## src/rtl/jk_register_bank.sv

```systemverilog
// jk_register_bank: WIDTH-bit bank of J-K state bits with mode-selected
// counting and shifting, synchronous preset/clear/load, and a registered
// wrap pulse for cascading. Active clock edge is chosen by InvertClockEnable.
module jk_register_bank #(
    parameter int               WIDTH             = 8,
    parameter bit               InvertClockEnable = 1'b1,
    parameter logic [WIDTH-1:0] RESET_VALUE       = '0,
    parameter logic [WIDTH-1:0] PRESET_VALUE      = '1
) (
    input  logic             clock,
    input  logic             reset,
    input  logic             preset,
    input  logic             clear,
    input  logic             load,
    input  logic [WIDTH-1:0] load_data,
    input  logic             tick,
    input  logic [1:0]       mode,
    input  logic [WIDTH-1:0] j,
    input  logic [WIDTH-1:0] k,
    input  logic             serial_in,
    output logic [WIDTH-1:0] q,
    output logic [WIDTH-1:0] qBar,
    output logic             serial_out,
    output logic             terminal_count,
    output logic             wrap_pulse
);

    localparam logic [1:0] MODE_JK  = 2'b00;
    localparam logic [1:0] MODE_UP  = 2'b01;
    localparam logic [1:0] MODE_DN  = 2'b10;
    localparam logic [1:0] MODE_SHL = 2'b11;

    logic [WIDTH-1:0] state_q, state_d;
    logic             wrap_q, wrap_d;
    logic [WIDTH-1:0] shl_w;
    logic             active_clk;

    // Classic J-K characteristic equation applied bitwise.
    function automatic logic [WIDTH-1:0] jk_next(input logic [WIDTH-1:0] cur,
                                                 input logic [WIDTH-1:0] jj,
                                                 input logic [WIDTH-1:0] kk);
        return (~cur & jj) | (cur & ~kk);
    endfunction

    // Falling-edge operation is obtained by inverting the clock feeding the bank.
    assign active_clk = InvertClockEnable ? ~clock : clock;

    // A one-bit bank has nothing to shift; the serial input simply replaces it.
    generate
        if (WIDTH == 1) begin : g_shl_w1
            assign shl_w = serial_in;
        end else begin : g_shl_wn
            assign shl_w = {state_q[WIDTH-2:0], serial_in};
        end
    endgenerate

    // Next-state selection: preset > clear > load > tick-enabled mode op > hold.
    always_comb begin
        state_d = state_q;
        wrap_d  = 1'b0;
        if (preset) begin
            state_d = PRESET_VALUE;
        end else if (clear) begin
            state_d = '0;
        end else if (load) begin
            state_d = load_data;
        end else if (tick) begin
            case (mode)
                MODE_JK:  state_d = jk_next(state_q, j, k);
                MODE_UP: begin
                    state_d = state_q + 1'b1;
                    wrap_d  = &state_q;
                end
                MODE_DN: begin
                    state_d = state_q - 1'b1;
                    wrap_d  = ~|state_q;
                end
                default:  state_d = shl_w;
            endcase
        end
    end

    // State and wrap pulse registers; reset acts immediately.
    always_ff @(posedge active_clk or posedge reset) begin
        if (reset) begin
            state_q <= RESET_VALUE;
            wrap_q  <= 1'b0;
        end else begin
            state_q <= state_d;
            wrap_q  <= wrap_d;
        end
    end

    assign q              = state_q;
    assign qBar           = ~state_q;
    assign serial_out     = state_q[WIDTH-1];
    assign wrap_pulse     = wrap_q;
    // Terminal count looks at the selected mode only, independent of tick.
    assign terminal_count = ((mode == MODE_UP) && (&state_q)) ||
                            ((mode == MODE_DN) && (~|state_q));

endmodule

```

## config.mk

```make
export PLATFORM = sky130hd
export DESIGN_NAME = jk_register_bank
export DESIGN_NICKNAME = d
export VERILOG_FILES = /design/src/rtl/jk_register_bank.sv
export SDC_FILE = /design/constraint.sdc
export NUM_CORES = 1
export LEC_CHECK = 0
export BUFFER_PORTS_ARGS = -buffer_cell sky130_fd_sc_hd__buf_2
export CAP_MARGIN = 15
export CORE_UTILIZATION = 35
export CTS_BUF_LIST = sky130_fd_sc_hd__clkbuf_2
export DETAILED_ROUTE_END_ITERATION = 16
export PLACE_DENSITY = 0.56
export SKIP_CTS_REPAIR_TIMING = 1
export SYNTH_ARGS = -nofsm -noshare
export SYNTH_HDL_FRONTEND = slang
export SYNTH_SLANG_ARGS = --single-unit
export TNS_END_PERCENT = 1
```

## constraint.sdc

```tcl
create_clock -name clock -period 2.55 [get_ports clock]
set_clock_uncertainty 0.1 [all_clocks]
set_input_delay 0.1275 -clock clock [delete_from_list [all_inputs] [get_ports clock]]
set_output_delay 0.1275 -clock clock [all_outputs]
set_load 0.01 [all_outputs]
```

==> flow_summary.toml <==
[outcome]
status = "finished, violations left"
violations = "negative setup slack"

[final_layout]
utilization_pct = 58.9
antenna_cells = 0
area_delta_synth_final_pct = 60.4
final_area_sq_um = 2170
drive_above_1_share_pct = 49.3
layout.nets = 312
n_fill_cell = 356

[placed_design]
routabilityCongestion = 0.835
place_area_sq_um = 1980
dp_hpwl_mm = 3.70
port_buffers = 51
place_ws_ps = -686

[die]
die_y_um = 64.2
fp.dieW_um = 64.2
die_area_sq_um = 4120
num_io_pins = 52
coreArea_sq_um = 3690
initial_core_util_pct = 36.7
rows = 22

[synthesis]
yosysUniqueCellTypes = 53
synth.mux.area_fraction_pct = 1.48
synth-edff-count = 0
async_reset_ff_share_pct = 100
synthesis.nets = 222
synthXorXnorAreaFrac_pct = 5.18
ys.flop_type = "dfrtn_1"
synth-seq-cells = 9
syn_inst = 183
syn_area_per_cell_sq_um = 7.40
synth_compound_area_share_pct = 34.9
seq_area_frac_synth_pct = 16.6
synthesis.area_sq_um = 1350
yosys.area_share.adder_pct = 5.55
synth_top_family_by_area = "compound AO/OA/AOI/OAI gates"
ys_warn_count = 0
yosys.area_share.simple_pct = 25.1

[clock_tree]
h-tree-depth = 1
cts_made_buffers = 3
cts_root_buf = "clkbuf_2"
clock_sinks = 9
cts_tree = "yes"
cts.reportedPaths.clkPinSlew_ps = 70
ctsLongestPathBuffers = 2
insertion_delay_ps = 240

[power]
p_total_uw = 787
ir_drop_mv = 0.168
power.density_nw_per_um2 = 363
leakage_uw = 0.00103

[sta]
relSlewSlack_pct = 74.4
drv_slew = 0
layout_setup_ws_ps = -553
finalHoldViolations = 0
tightest_slew_ps = 381
setup_tns_ps = -3360
finalSetupViolations = 18
rsz0062_at_grt = "true"

[route]
first_iter_violations = 121
route.detailed.drc = 0
vias = 1730
first_pass_iters = 5
wl_per_cell_um = 14.8
final_antenna_net_count = 0
finalWirelength_mm = 4.75
drt-vias-per-instance = 5.41

[setup_path]
startpoint_type = "input pin"
cp_slowest_cell = "or4b_4"
cp.arrival_ps = 1820
cp_data_required_time_ps = 1260
end_kind = "register"
critPathTopFamily = "compound AO/OA/AOI/OAI gates"
slowest_delay_ps = 490
crit_buf_inv = 3
worstPathMaxFanout = 5
worst_path_most_repeated_cell = "buf_4"
cp_cell_sequence = "buf_4 -> inv_12 -> ha_4 -> or4b_4 -> buf_4 -> o22ai_1 -> a22oi_1 -> xnor2_1 -> o21a_1"
crit_type = "in -> reg"

[grt]
grtUsageTotal_pct = 23.7
grt_pass1_wl_mm = 7.56
grt_max_degree = 20
grt_overflow = 0
first_global_vias = 1491
antenna_found_initial = 0

[flow_run]
cap_violations = 0

[hold_path]
holdCritPathClass = "reg -> reg"
==> layout make-up <==
class                   instances  area [sq um]  area share [%]
repair buffers                103           739            34.0
flip-flops and latches          9           225            10.4
inverters                      14          70.1            3.23
multi-input cells             142          1060            48.7
well taps                      48          60.1            2.76
clock buffers                   4          20.0           0.922
==> power breakdown <==
group / total (uW) / internal [uW] / switching (uW) / leakage [uW]
clock network: 93.6 / 41.7 / 52.0 / 0.0000166
registers: 173 / 159 / 14.2 / 0.000103
logic: 521 / 260 / 261 / 0.000908
total: 787 / 460 / 327 / 0.00103
==> cell usage after synthesis, types with 2 or more instances <==
cell | number | area share, %
o21ai_1 | 3 | 1.1
xor2_1 | 5 | 3.2
nand2_1 | 14 | 3.9
a31oi_1 | 3 | 1.4
and3b_1 | 2 | 1.3
o22ai_1 | 3 | 1.4
or2_2 | 3 | 1.4
ha_1 | 6 | 5.5
inv_1 | 13 | 3.6
mux2i_1 | 2 | 1.5
xnor2_1 | 3 | 1.9
o21ai_0 | 8 | 3.0
nor2b_1 | 4 | 1.8
buf_4 | 3 | 1.7
dfrtn_1 | 9 | 17
clkbuf_1 | 5 | 1.4
o211ai_1 | 2 | 1.1
nand4_1 | 2 | 0.92
o221ai_1 | 2 | 1.3
a221oi_1 | 3 | 1.9
buf_2 | 8 | 3.0
nand3_1 | 3 | 1.1
a221o_1 | 2 | 1.5
nor3_1 | 9 | 3.3
nor2_1 | 11 | 3.0
o31ai_1 | 4 | 2.2
and3_1 | 3 | 1.4
o21a_1 | 3 | 1.7
nand2b_1 | 2 | 0.92
a21oi_1 | 15 | 5.5
nor4_1 | 2 | 0.92
o2111ai_1 | 3 | 1.9
o22a_1 | 3 | 1.9
==> worst register-to-register path: stages, from the launching register on <==
cell	delay [ps]
dfrtn_1	340
buf_4	150
buf_4	180
nor4_1	350
o211ai_1	170
buf_4	150
a221oi_1	260
a211oi_2	80
o41ai_2	300
==> metal layers <==
| layer | GRT usage (%) | up-vias | wire (um) |
|---|---|---|---|
| met4 | 0.833 | 0 | 10 |
| met2 | 37.2 | 63 | 2270 |
| met5 | 0 | - | 0 |
| met1 | 34.9 | 805 | 2170 |
| met3 | 4.46 | 4 | 304 |
| li1 | - | 858 | - |
==> cells in the final DEF (no fill, tap or decap), drive strengths merged, types with 4 or more instances in the layout <==
cell	synthesis	routed
clkbuf	6	4
nor3	9	9
a21oi	15	15
buf	12	103
dfrtn	9	9
xor2	5	5
ha	6	6
o21ai	11	11
nor2	11	11
nand2	14	14
inv	14	14
nor2b	4	4
o31ai	5	5
==> per-stage QoR <==
stage,std cells,hold slack [ps]
floorplan,183,593
CTS,317,666
finish,320,681
global placement,313,665
global route,320,741
detailed placement,313,666
==> registers in the layout (all words and copies together), names as in the netlist <==
signal and flops:
wrap_pulse 1, q 8
==> logic make-up (layout without fill, tap and decap cells) <==
kind of cell	Yosys count	after routing
fa+ha+maj	6	6
simple gates	62	62
xor+xnor	8	8
buf+inv	32	121
flops	9	9
mux	2	2
compound gates	64	64
==> path summary, 6_finish.rpt <==
kind	slack (ps)	cells past startpoint	endpoint	startpoint
setup / recovery	-550	9	q[5]	mode[0]
hold / removal	680	3	q[7]	q[7]
setup reg to reg	490	8	q[7]	q[6]
hold reg to reg	680	3	q[7]	q[7]
max in group asynchronous	1150	2	q[2]	reset
min in group asynchronous	900	2	q[7]	reset
(Power assumes the default switching activity.)
